`src/rtl/uart_frame_parser_pkg.sv`:
```
// Shared UART framing types and constants.
// Used by the receive-side parser and the future transmit-side builder.
package uart_pkg;

  typedef enum logic [2:0] {
    S_SOF,
    S_OP,
    S_ADDR,
    S_DATA,
    S_CHK
  } parser_state_t;

  localparam logic [7:0] SOF_DEFAULT = 8'hA5;
  localparam int         FRAME_LEN   = 5;

  function automatic logic [7:0] frame_chk(
    input logic [7:0] op,
    input logic [7:0] addr,
    input logic [7:0] data
  );
    return op ^ addr ^ data;
  endfunction

endpackage

```
`src/rtl/uart_frame_parser_if.sv`:
```
// Command valid/ready bundle between the frame parser and its consumer.
// master: parser drives cmd_valid/op/addr/data; slave: consumer drives cmd_ready.
interface uart_frame_parser_if;

  logic       cmd_valid;
  logic       cmd_ready;
  logic [7:0] cmd_op;
  logic [7:0] cmd_addr;
  logic [7:0] cmd_data;

  modport master (
    output cmd_valid,
    output cmd_op,
    output cmd_addr,
    output cmd_data,
    input  cmd_ready
  );

  modport slave (
    input  cmd_valid,
    input  cmd_op,
    input  cmd_addr,
    input  cmd_data,
    output cmd_ready
  );

endinterface

```
`src/rtl/uart_frame_parser.sv`:
```
// Assembles 5-byte SOF/OP/ADDR/DATA/CHK frames from the UART byte strobe.
// Ports: clk, rst (sync, high), rx_valid/rx_data in, cmd (master) out,
// err_chk/err_ovf/err_timeout one-cycle pulses, busy = mid-frame.
module uart_frame_parser
  import uart_pkg::*;
#(
  parameter int         TIMEOUT_CLKS = 17360,
  parameter logic [7:0] SOF_BYTE     = SOF_DEFAULT
) (
  input  logic                       clk,
  input  logic                       rst,
  input  logic                       rx_valid,
  input  logic [7:0]                 rx_data,
  uart_frame_parser_if.master        cmd,
  output logic                       err_chk,
  output logic                       err_ovf,
  output logic                       err_timeout,
  output logic                       busy
);

  localparam int CW = $clog2(TIMEOUT_CLKS);
  localparam logic [CW-1:0] CNT_MAX = CW'(TIMEOUT_CLKS - 1);

  parser_state_t state_q;
  parser_state_t state_d;

  logic [CW-1:0] cnt_q;
  logic [7:0]    op_q;
  logic [7:0]    addr_q;
  logic [7:0]    data_q;

  logic expire;
  logic frame_done;
  logic chk_ok;
  logic take;
  logic load;
  logic drop;
  logic bad;

  always_ff @(posedge clk) begin
    if (rst) begin
      state_q <= S_SOF;
    end else begin
      state_q <= state_d;
    end
  end

  // A byte arriving on the expiry cycle wins over the timeout,
  // since expire is qualified with !rx_valid.
  always_comb begin
    state_d = state_q;
    unique case (1'b1)
      expire: state_d = S_SOF;
      rx_valid: begin
        unique case (state_q)
          S_SOF:   state_d = (rx_data == SOF_BYTE) ? S_OP : S_SOF;
          S_OP:    state_d = S_ADDR;
          S_ADDR:  state_d = S_DATA;
          S_DATA:  state_d = S_CHK;
          S_CHK:   state_d = S_SOF;
          default: state_d = S_SOF;
        endcase
      end
      default: ;
    endcase
  end

  always_comb begin
    expire     = (state_q != S_SOF) && !rx_valid && (cnt_q == CNT_MAX);
    frame_done = (state_q == S_CHK) && rx_valid;
    chk_ok     = (rx_data == frame_chk(op_q, addr_q, data_q));
    take       = cmd.cmd_valid && cmd.cmd_ready;
    load       = frame_done && chk_ok && (!cmd.cmd_valid || take);
    drop       = frame_done && chk_ok && !load;
    bad        = frame_done && !chk_ok;
  end

  always_ff @(posedge clk) begin
    if (rst) begin
      cnt_q         <= '0;
      op_q          <= 8'h00;
      addr_q        <= 8'h00;
      data_q        <= 8'h00;
      cmd.cmd_valid <= 1'b0;
      cmd.cmd_op    <= 8'h00;
      cmd.cmd_addr  <= 8'h00;
      cmd.cmd_data  <= 8'h00;
      err_chk       <= 1'b0;
      err_ovf       <= 1'b0;
      err_timeout   <= 1'b0;
    end else begin
      if (rx_valid || (state_q == S_SOF) || expire) begin
        cnt_q <= '0;
      end else begin
        cnt_q <= cnt_q + 1'b1;
      end
      if (rx_valid && (state_q == S_OP))   op_q   <= rx_data;
      if (rx_valid && (state_q == S_ADDR)) addr_q <= rx_data;
      if (rx_valid && (state_q == S_DATA)) data_q <= rx_data;
      if (load) begin
        cmd.cmd_valid <= 1'b1;
        cmd.cmd_op    <= op_q;
        cmd.cmd_addr  <= addr_q;
        cmd.cmd_data  <= data_q;
      end else if (take) begin
        cmd.cmd_valid <= 1'b0;
      end
      err_chk     <= bad;
      err_ovf     <= drop;
      err_timeout <= expire;
    end
  end

  assign busy = (state_q != S_SOF);

endmodule

```
`src/flat_wrapper.sv`:
```
// flat-port wrapper written by rule: the top's interface ports become plain ports
module uart_frame_parser_flat import uart_pkg::*;
#(
  parameter int         TIMEOUT_CLKS = 17360,
  parameter logic [7:0] SOF_BYTE     = SOF_DEFAULT
)
  (clk, rst, rx_valid, rx_data, err_chk, err_ovf, err_timeout, busy, cmd_cmd_valid, cmd_cmd_op, cmd_cmd_addr, cmd_cmd_data, cmd_cmd_ready);
  uart_frame_parser_if cmd_i ();
  input  logic clk;
  input  logic rst;
  input  logic rx_valid;
  input  logic [7:0] rx_data;
  output logic err_chk;
  output logic err_ovf;
  output logic err_timeout;
  output logic busy;
  output wire logic [$bits(cmd_i.cmd_valid)-1:0] cmd_cmd_valid;
  output wire logic [$bits(cmd_i.cmd_op)-1:0] cmd_cmd_op;
  output wire logic [$bits(cmd_i.cmd_addr)-1:0] cmd_cmd_addr;
  output wire logic [$bits(cmd_i.cmd_data)-1:0] cmd_cmd_data;
  input wire logic [$bits(cmd_i.cmd_ready)-1:0] cmd_cmd_ready;
  assign cmd_cmd_valid = cmd_i.cmd_valid;
  assign cmd_cmd_op = cmd_i.cmd_op;
  assign cmd_cmd_addr = cmd_i.cmd_addr;
  assign cmd_cmd_data = cmd_i.cmd_data;
  assign cmd_i.cmd_ready = cmd_cmd_ready;
  uart_frame_parser #(.TIMEOUT_CLKS(TIMEOUT_CLKS), .SOF_BYTE(SOF_BYTE)) u_core (.clk(clk), .rst(rst), .rx_valid(rx_valid), .rx_data(rx_data), .cmd(cmd_i), .err_chk(err_chk), .err_ovf(err_ovf), .err_timeout(err_timeout), .busy(busy));
endmodule
```
`config.mk`:
```
export PLATFORM = sky130hd
export DESIGN_NAME = uart_frame_parser_flat
export DESIGN_NICKNAME = d
export VERILOG_FILES = /design/src/rtl/uart_frame_parser_pkg.sv /design/src/rtl/uart_frame_parser_if.sv /design/src/rtl/uart_frame_parser.sv /design/src/flat_wrapper.sv
export SDC_FILE = /design/constraint.sdc
export NUM_CORES = 1
export LEC_CHECK = 0
export ABC_AREA = 1
export BUFFER_PORTS_ARGS = -buffer_cell sky130_fd_sc_hd__buf_2
export CAP_MARGIN = 20
export CORE_AREA = 3 3 88 90
export CTS_BUF_LIST = sky130_fd_sc_hd__clkbuf_16
export DETAILED_ROUTE_END_ITERATION = 6
export DIE_AREA = 0 0 91 93
export GPL_TIMING_DRIVEN = 0
export HOLD_SLACK_MARGIN = 0.1
export PLACE_DENSITY = 0.64
export SLEW_MARGIN = 20
export SYNTH_ARGS = -nofsm -noshare
export SYNTH_HDL_FRONTEND = slang
export SYNTH_SLANG_ARGS = --single-unit
export TNS_END_PERCENT = 100
```
`constraint.sdc`:
```
create_clock -name clk -period 2.4 [get_ports clk]
set_clock_uncertainty 0.2 [all_clocks]
set_input_delay 0.48 -clock clk [delete_from_list [all_inputs] [get_ports clk]]
set_output_delay 0.48 -clock clk [all_outputs]
set_load 0.02 [all_outputs]
```
Word-level counts from Yosys, hierarchy flattened
Index checks and enable logic that the tools add are counted.

Bits in registers: 70. Input port bits: 12. Output and inout port bits: 29. Word-level logic and storage cells: 50.

Add/subtract/negate cells: 1. Equal/unequal tests: 7. Muxes and demuxes: 5. Bitwise operators: 2. Reduce and logical (&&, ||, !) cells: 23.

Operator list (count): $xor A8 B8 Y8 (2); $add A15 B1 Y15 const B (1); $eq A15 B15 Y1 const B (1); $pmux W3 S4 (1); $logic_and A1 B1 Y1 (11); $eq A8 B8 Y1 (1); $eq A8 B8 Y1 const B (1); $eq A3 B2 Y1 const B (2); $pmux W3 S2 (1); $logic_not A1 Y1 (4); $reduce_bool A2 Y1 (2); $eq A3 B1 Y1 const B (1); $eq A3 B3 Y1 const B (1); $logic_not A3 Y1 (1); $logic_or A1 B1 Y1 (3); $mux W1 (3); $reduce_bool A3 Y1 (1); $reduce_or A2 Y1 (1).

Depth between registers and ports, before layout
Gate-level depths: netlist (run 1).

Word-level depth: 7. Depth in mapped cells: 13. Depth with buffers taken out: 12.

Worst setup path before layout (run 1)
OpenSTA, ideal clock, no wires.

Path type: input to register. From: input rx_data[5]. To: register u_core.cmd.cmd_addr[4]. Setup time: 0.113 ns. Arrival time: 1.436 ns. Data required time: 2.087 ns. Slack: 0.651 ns. Stages: 12. Path buffers: 2. Path through: inv_1 > nand2_1 > nand2_1 > nand3_1 > nand2_1 > nand2_1 > nor2_1 > nand3_2 > buf_6 > buf_6 > nor2_1 > nor2_1.

Cells in the longest elaborated chain, start to end: 3.

RTL lines: start, declared (RTL line flat_wrapper.sv:12) `input logic [7:0] rx_data;`; $eq A8 B8 Y1 (RTL line uart_frame_parser.sv:71) `chk_ok = (rx_data == frame_chk(op_q, addr_q, data_q));`; $logic_and A1 B1 Y1 (2 in a row) (RTL line uart_frame_parser.sv:73) `load = frame_done && chk_ok && (!cmd.cmd_valid || take);`; end signal, assigned (RTL line uart_frame_parser.sv:103) `cmd.cmd_addr <= addr_q;`; end, declared (RTL line uart_frame_parser_if.sv:14) `output cmd_addr,`.

Every way passes these cells. A chain may end at the register's enable or synchronous reset.

Worst setup path after layout (run 1)
From: register u_core.data_q[5]. To: register u_core.cmd.cmd_op[1].

Cells in the longest elaborated chain, start to end: 4.

RTL lines: start, declared (RTL line uart_frame_parser.sv:30) `logic [7:0] data_q;`; start signal, assigned (RTL line uart_frame_parser.sv:99) `if (rx_valid && (state_q == S_DATA)) data_q <= rx_data;`; $xor A8 B8 Y8 (RTL line uart_frame_parser_pkg.sv:21) `return op ^ addr ^ data;`; $eq A8 B8 Y1 (RTL line uart_frame_parser.sv:71); $logic_and A1 B1 Y1 (2 in a row) (RTL line uart_frame_parser.sv:73); end signal, assigned (RTL line uart_frame_parser.sv:102) `cmd.cmd_op <= op_q;`; end, declared (RTL line uart_frame_parser_if.sv:13) `output cmd_op,`.

Every way passes these cells.

==> results of run 1 <==
==> final cells by class <==
class / instances / area (sq um) / share of cell area
multi-input cells: 320 / 1430 / 0.377
plain buffers: 13 / 75.1 / 0.0198
well taps: 99 / 124 / 0.0327
clock buffers: 9 / 225 / 0.0595
inverters: 72 / 270 / 0.0715
flip-flops and latches: 70 / 1400 / 0.370
clock inverters: 7 / 65.1 / 0.0172
repair buffers: 39 / 195 / 0.0516
==> metal layers <==
layer	vias up	routed length, microns	global-route usage
li1	1542	-	-
met1	1236	3410	0.216
met2	42	3060	0.282
met3	6	329	0.0515
met4	0	66	0.0628
met5	-	0	0
==> kinds of logic after synthesis <==
kind of cell	Yosys count	share of synthesized area
buffers and inverters	85	0.109
AO/OA/AOI/OAI	52	0.0820
AND/OR/NAND/NOR	248	0.311
flip-flops	70	0.442
XOR/XNOR	19	0.0524
adder cells (fa/ha/maj)	1	0.00394
==> registers in the layout, indices dropped and copies added (netlist names), 3 cells and up <==
register and flops:
u_core.addr_q 8, u_core.data_q 8, u_core.cmd.cmd_op 8, u_core.state_q 3, u_core.op_q 8, u_core.cnt_q 15, u_core.cmd.cmd_addr 8, u_core.cmd.cmd_data 8
==> power breakdown <==
group | switching [uW] | internal [uW] | leakage, uW | total (uW)
combinational | 47.5 | 21.5 | 0.00121 | 69.1
clock | 501 | 796 | 0.000143 | 1300
sequential | 0.351 | 1160 | 0.000563 | 1160
total | 549 | 1980 | 0.00192 | 2530
==> how the worst max path moves through the flow <==
stage	cells past startpoint	startpoint	slack, ns	to
3_3_place_gp	13	rx_data[5]	0.17	u_core.cmd.cmd_addr[6]$_SDFFE_PP0P_
5_1_grt	12	u_core.op_q[1]$_SDFFE_PP0P_	0.27	u_core.cmd.cmd_data[2]$_SDFFE_PP0P_
2_1_floorplan	12	rx_data[5]	0.65	u_core.cmd.cmd_addr[4]$_SDFFE_PP0P_
6_report	11	u_core.data_q[5]$_SDFFE_PP0P_	0.49	u_core.cmd.cmd_op[1]$_SDFFE_PP0P_
4_1_cts	11	u_core.data_q[5]$_SDFFE_PP0P_	0.46	u_core.cmd.cmd_addr[6]$_SDFFE_PP0P_
3_5_place_dp	13	rx_data[5]	0.17	u_core.cmd.cmd_addr[6]$_SDFFE_PP0P_
==> worst reg2reg max path, stage by stage, from the launching register on <==
cell and delay [ns]:
dfxtp_1 0.33, or2_1 0.25, nand2_1 0.07, nand2_1 0.05
nand2_1 0.05, nand2_1 0.05, nor2_1 0.19, nand3_2 0.14
buf_6 0.17, buf_6 0.14, nor2_1 0.10, nor2_1 0.06
==> cell usage after synthesis, types with 4 or more instances <==
cell | count | share of area
a21oi_1 | 25 | 0.039
clkbuf_1 | 7 | 0.0083
dfxtp_1 | 70 | 0.44
inv_1 | 71 | 0.084
nand2_1 | 122 | 0.14
nand3_1 | 12 | 0.019
nor2_1 | 96 | 0.11
nor3_1 | 7 | 0.011
nor4_1 | 4 | 0.0079
o21ai_0 | 27 | 0.043
xnor2_1 | 9 | 0.025
xor2_1 | 10 | 0.028
==> metrics by stage <==
step,hold slack (ns),std cells,setup WS (ns)
floorplan,0.218,475,0.651
global placement,0.232,613,0.172
detailed placement,0.250,613,0.170
CTS,0.204,629,0.464
global route,0.223,629,0.265
finish,0.208,629,0.495
==> impl_metrics.tcl, run 1 <==
set metrics [dict create \
    postCtsSetupBuffers 0 \
    overflow 0 \
    vias_per_cell 4.49 \
    cts_buffers 9 \
    yosysWarnings 0 \
    clockRootBuffer "clkbuf_16" \
    r2r_end "u_core.cmd.cmd_op[1]$_SDFFE_PP0P_" \
    netlist_area_sq_um 3170 \
    cts_sinks 70 \
    holdPathEnd "u_core.err_ovf$_SDFF_PP0_" \
    cpPeakStageDelay_ns 0.33 \
    cts_hold_buf 0 \
    reg2reg_from "u_core.data_q[5]$_SDFFE_PP0P_" \
    slowest_stage "dfxtp_1" \
    fin_crit_ns 1.91 \
    r2r_cells 11 \
    vias 2826 \
    io_buffers 39 \
    path_cells "or2_1 -> nand2_1 -> nand2_1 -> nand2_1 -> nand2_1 -> nor2_1 -> nand3_2 -> buf_6 -> buf_6 -> nor2_1 -> nor2_1" \
    grt_pass1_vias 2601 \
    tightest_slew_ns 0.459 \
    grt_max_degree 13 \
    total_leakage_power_uw 0.00192 \
    ios 41 \
    min_from "cmd_cmd_ready" \
    antenna_cells 0 \
    end_kind "flip-flop" \
    insertion_delay_ns 0.33 \
    coreArea_sq_um 7140 \
    final_antenna_net_count 0 \
    ir_drop_mv 0.358 \
    initial_core_util 0.445 \
    cts.repair.resized 0 \
    hp-class "in -> reg" \
    die-width_microns 91 \
    routed_wl_microns 6860 \
    dpl_cell_area_sq_um 3490 \
    final_core_util 0.530 \
    hold_viol 0 \
    cp_top_family "simple AND/OR/NAND/NOR gates" \
    grt_usage 0.172 \
    synth_async_sr_flop_share 0 \
    rsz0062_at_grt "no" \
    cts_tree "done" \
    area_growth_pct 19.2 \
    wl_per_cell_microns 10.9 \
    setup_tns_ns 0 \
    row_count 31 \
    drc 0 \
    die-height_microns 93 \
    path_clk_slew_ns 0.06 \
    seq_area_frac_synth 0.442 \
    grt_pass1_wl_microns 11700 \
    nets 538 \
    antenna_found_initial 0 \
    cts-htree-levels 3 \
    worst-path-buf-inv 2 \
    cp_max_fo 10 \
    die_area_sq_um 8460 \
    clock_path_buffers 2 \
    drtIter0Drc 131 \
    maxSlewHeadroom 0.694 \
    synth-main-ff-cell "dfxtp_1" \
    path_common_cell "nand2_1" \
    nFillCells 757 \
    r2r_setup_slack_ns 0.49 \
    fin_crit_sh 0.794 \
    path_class "reg -> reg" \
    layout_common_cells "nand2_1 (122), nor2_1 (96), inv_1 (71), dfxtp_1 (70), buf_2 (42)" \
    synth_edf_count 0 \
    fin_area_sq_um 3780 \
    final_common_cell "nand2_1" \
    max_freq_ghz 0.525 \
    status "completed" \
    syn_nets 488 \
    layout-drive-gt1-share 0.117 \
    netlist_instances 475 \
    hpwl_microns 4990 \
    crit_arrival_ns 1.93 \
    finalPower_uw 2530 \
    gp_congestion 0.807 \
    cp_data_required_time_ns 2.43 \
    p_per_area_nw_per_um2 668 \
    drt_pass1_iterations 4 \
    setup-violations-final 0 \
    startpoint_type "flip-flop" \
    slew_viol_final 0 \
    synth.avg_cell_area_sq_um 6.68 \
    yosys.cell_types.count 22 \
    hold_depth 4 \
    ys_ff_latch 70 \
    max_cap_viol_count 0 \
]
Power figures use the tool's default switching activity.
==> run 2: changes to the inputs <==
--- a/config.mk
+++ b/config.mk
@@ -14,7 +14,7 @@
 export DIE_AREA = 0 0 91 93
 export GPL_TIMING_DRIVEN = 0
 export HOLD_SLACK_MARGIN = 0.1
-export PLACE_DENSITY = 0.64
+export PLACE_DENSITY = 0.66
 export SLEW_MARGIN = 20
 export SYNTH_ARGS = -nofsm -noshare
 export SYNTH_HDL_FRONTEND = slang
==> constraint.sdc (replaced) <==
create_clock -name clk -period 1.6 [get_ports clk]
set_clock_uncertainty 0.2 [all_clocks]
set_input_delay 0.32 -clock clk [delete_from_list [all_inputs] [get_ports clk]]
set_output_delay 0.32 -clock clk [all_outputs]
set_load 0.02 [all_outputs]
==> run 2 against run 1 <==
  * Global-route usage rose by 1.1 points
  * Clock power is 62% higher
  * Combinational power is 75% higher
  * Non-clock buffer count is 31 higher
  * Largest cell class unchanged
  * The run now ends with negative setup slack left
  * Die area stayed put
  * Worst setup slack worse by 0.69 ns
  * Hold slack worse by 0.092 ns
  * Critical path type unchanged
  * Total power increased by 56%
  * Via count up 8.2%
==> impl_metrics.tcl, run 2 (synthesized netlist as in run 1, its figures left out) <==
set metrics [dict create \
    clockRootBuffer "clkbuf_16" \
    hpwl_microns 4940 \
    tightest_slew_ns 0.470 \
    hold_viol 0 \
    path_common_cell "nand2_2" \
    setup-violations-final 26 \
    final_antenna_net_count 0 \
    drtIter0Drc 117 \
    max_freq_ghz 0.557 \
    initial_core_util 0.445 \
    p_int_uw 3120 \
    wl_per_cell_microns 12.4 \
    p_per_area_nw_per_um2 861 \
    coreArea_sq_um 7140 \
    die-width_microns 91 \
    fin_crit_sh 1.12 \
    cts_tree "done" \
    cts_sinks 70 \
    p_clk_frac 0.532 \
    grt_pass1_vias 2760 \
    row_count 31 \
    preCtsSetupSlack_ns -0.340 \
    top_register "u_core.cnt_q" \
    end_kind "flip-flop" \
    layout-drive-gt1-share 0.365 \
    cp_data_required_time_ns 1.66 \
    ir_drop_mv 0.508 \
    ios 41 \
    maxSlewHeadroom 0.684 \
    seqPwrFrac 0.438 \
    drt_pass1_iterations 4 \
    cts_buffers 9 \
    violations "negative setup slack" \
    grt_usage 0.183 \
    vias 3057 \
    nets 569 \
    cpPeakStageDelay_ns 0.36 \
    die-height_microns 93 \
    final_common_cell "nand2_1" \
    path_clk_slew_ns 0.06 \
    setup_ws_ns -0.196 \
    path_class "reg -> reg" \
    slowest_stage "dfxtp_2" \
    vias_per_cell 4.63 \
    antenna_found_initial 0 \
    path_cells "inv_2 -> nand2_2 -> nand2_2 -> nand2_2 -> inv_2 -> nor2_2 -> nand2_2 -> nor2_4 -> nand3_4 -> buf_6 -> buf_8 -> nand2_2 -> nand2_1 -> nor2_1" \
    fin_cells 660 \
    fin_crit_ns 1.80 \
    routed_wl_microns 8150 \
    hp-class "in -> reg" \
    status "finished with violations" \
    clock_path_buffers 2 \
    grt_max_degree 13 \
    startpoint_type "flip-flop" \
    crit_arrival_ns 1.86 \
    area_growth_pct 44.4 \
    swShare 0.209 \
    gp_congestion 0.824 \
    die_area_sq_um 8460 \
    total_leakage_power_uw 0.00220 \
    rsz0062_at_grt "yes" \
    combPwrFrac 0.031 \
    placedCellCount 613 \
    max_cap_viol_count 0 \
    overflow 0 \
    antenna_cells 0 \
    grt_pass1_wl_microns 12400 \
    cts-htree-levels 3 \
    layout_common_cells "nand2_1 (90), inv_1 (64), nor2_1 (64), dfxtp_1 (42), buf_2 (39)" \
    io_buffers 39 \
    slew_viol_final 0 \
    drc 0 \
    insertion_delay_ns 0.33 \
    largest_reg_flops 15 \
    cp_max_fo 5 \
    netSwitchingPower_uw 825 \
]
-- run 2: cell count changes in the layout (fill, tap and decap cells not counted), sizes merged --
cell | previous run | this run
buf | 45 | 72
clkbuf | 16 | 17
inv | 71 | 72
dlygate4sd3 | 0 | 3
bufinv | 1 | 2
clkinv | 6 | 4
-- run 2: cell type report --
class                      instances  area (sq um)
timing repair buffer              70           508
tap                               99           124
sequential                        70          1460
inverter                          72           274
multi-input combinational        320          1780
fill                             626          2560
buffer                            13           114
clock inverter                     7          90.1
clock buffer                       9           225
-- run 2: power by group through the flow --
stage | sequential, uW | combinational, uW | clock, uW
CTS | 1740 | 111 | 2120
finish | 1730 | 121 | 2100
global placement | 1780 | 102 | 0
floorplan | 1780 | 61.7 | 0
global route | 1720 | 135 | 2230
detailed placement | 1780 | 103 | 0
-- run 2: path summary, 6_finish.rpt --
| path | from | endpoint | slack [ns] | depth (start not counted) |
|---|---|---|---|---|
| worst max-delay path | u_core.addr_q[0]$_SDFFE_PP0P_ | u_core.cmd.cmd_addr[1]$_SDFFE_PP0P_ | -0.20 | 14 |
| worst min-delay path | rx_data[6] | u_core.data_q[6]$_SDFFE_PP0P_ | 0.12 | 3 |
| worst max register to register | u_core.addr_q[0]$_SDFFE_PP0P_ | u_core.cmd.cmd_addr[1]$_SDFFE_PP0P_ | -0.20 | 14 |
| worst min register to register | u_core.op_q[0]$_SDFFE_PP0P_ | u_core.op_q[0]$_SDFFE_PP0P_ | 0.28 | 2 |
-- run 2: what timing repair did --
item                                   in CTS  in global routing
pin swaps                                  18                 28
setup buffers                              18                  6
cloned                                      2                  2
setup endpoints to repair                  42                 59
endpoints found under the hold margin       3                  0
hold buffers                                3                  0
resized for setup                          65                104
-- run 2: worst max-delay path, delay by kind of cell (launching register included) --
kind | cells | cell delay [ns]
buffers and inverters | 4 | 0.38
flip-flops | 1 | 0.36
AND/OR/NAND/NOR | 10 | 0.78
-- run 2: metrics by stage --
step	power (uW)	hold slack (ns)	util	TNS (ns)	area [sq um]
floorplan	1840	0.218	-	-0.416	3180
global placement	1880	0.231	0.490	-10.68	3490
detailed placement	1890	0.240	0.490	-11.33	3490
CTS	3980	0.102	0.586	-3.19	4180
global route	4090	0.140	0.642	-8.22	4580
finish	3940	0.116	0.642	-4.25	4580
-- run 2: metal layers --
layer  global-route usage  part of all wire  vias up
li1                     -                 -     1612
met1                0.229              0.45     1371
met2                0.302              0.48       58
met3               0.0467             0.041       16
met4               0.0766             0.024        0
met5                    0                 0        -
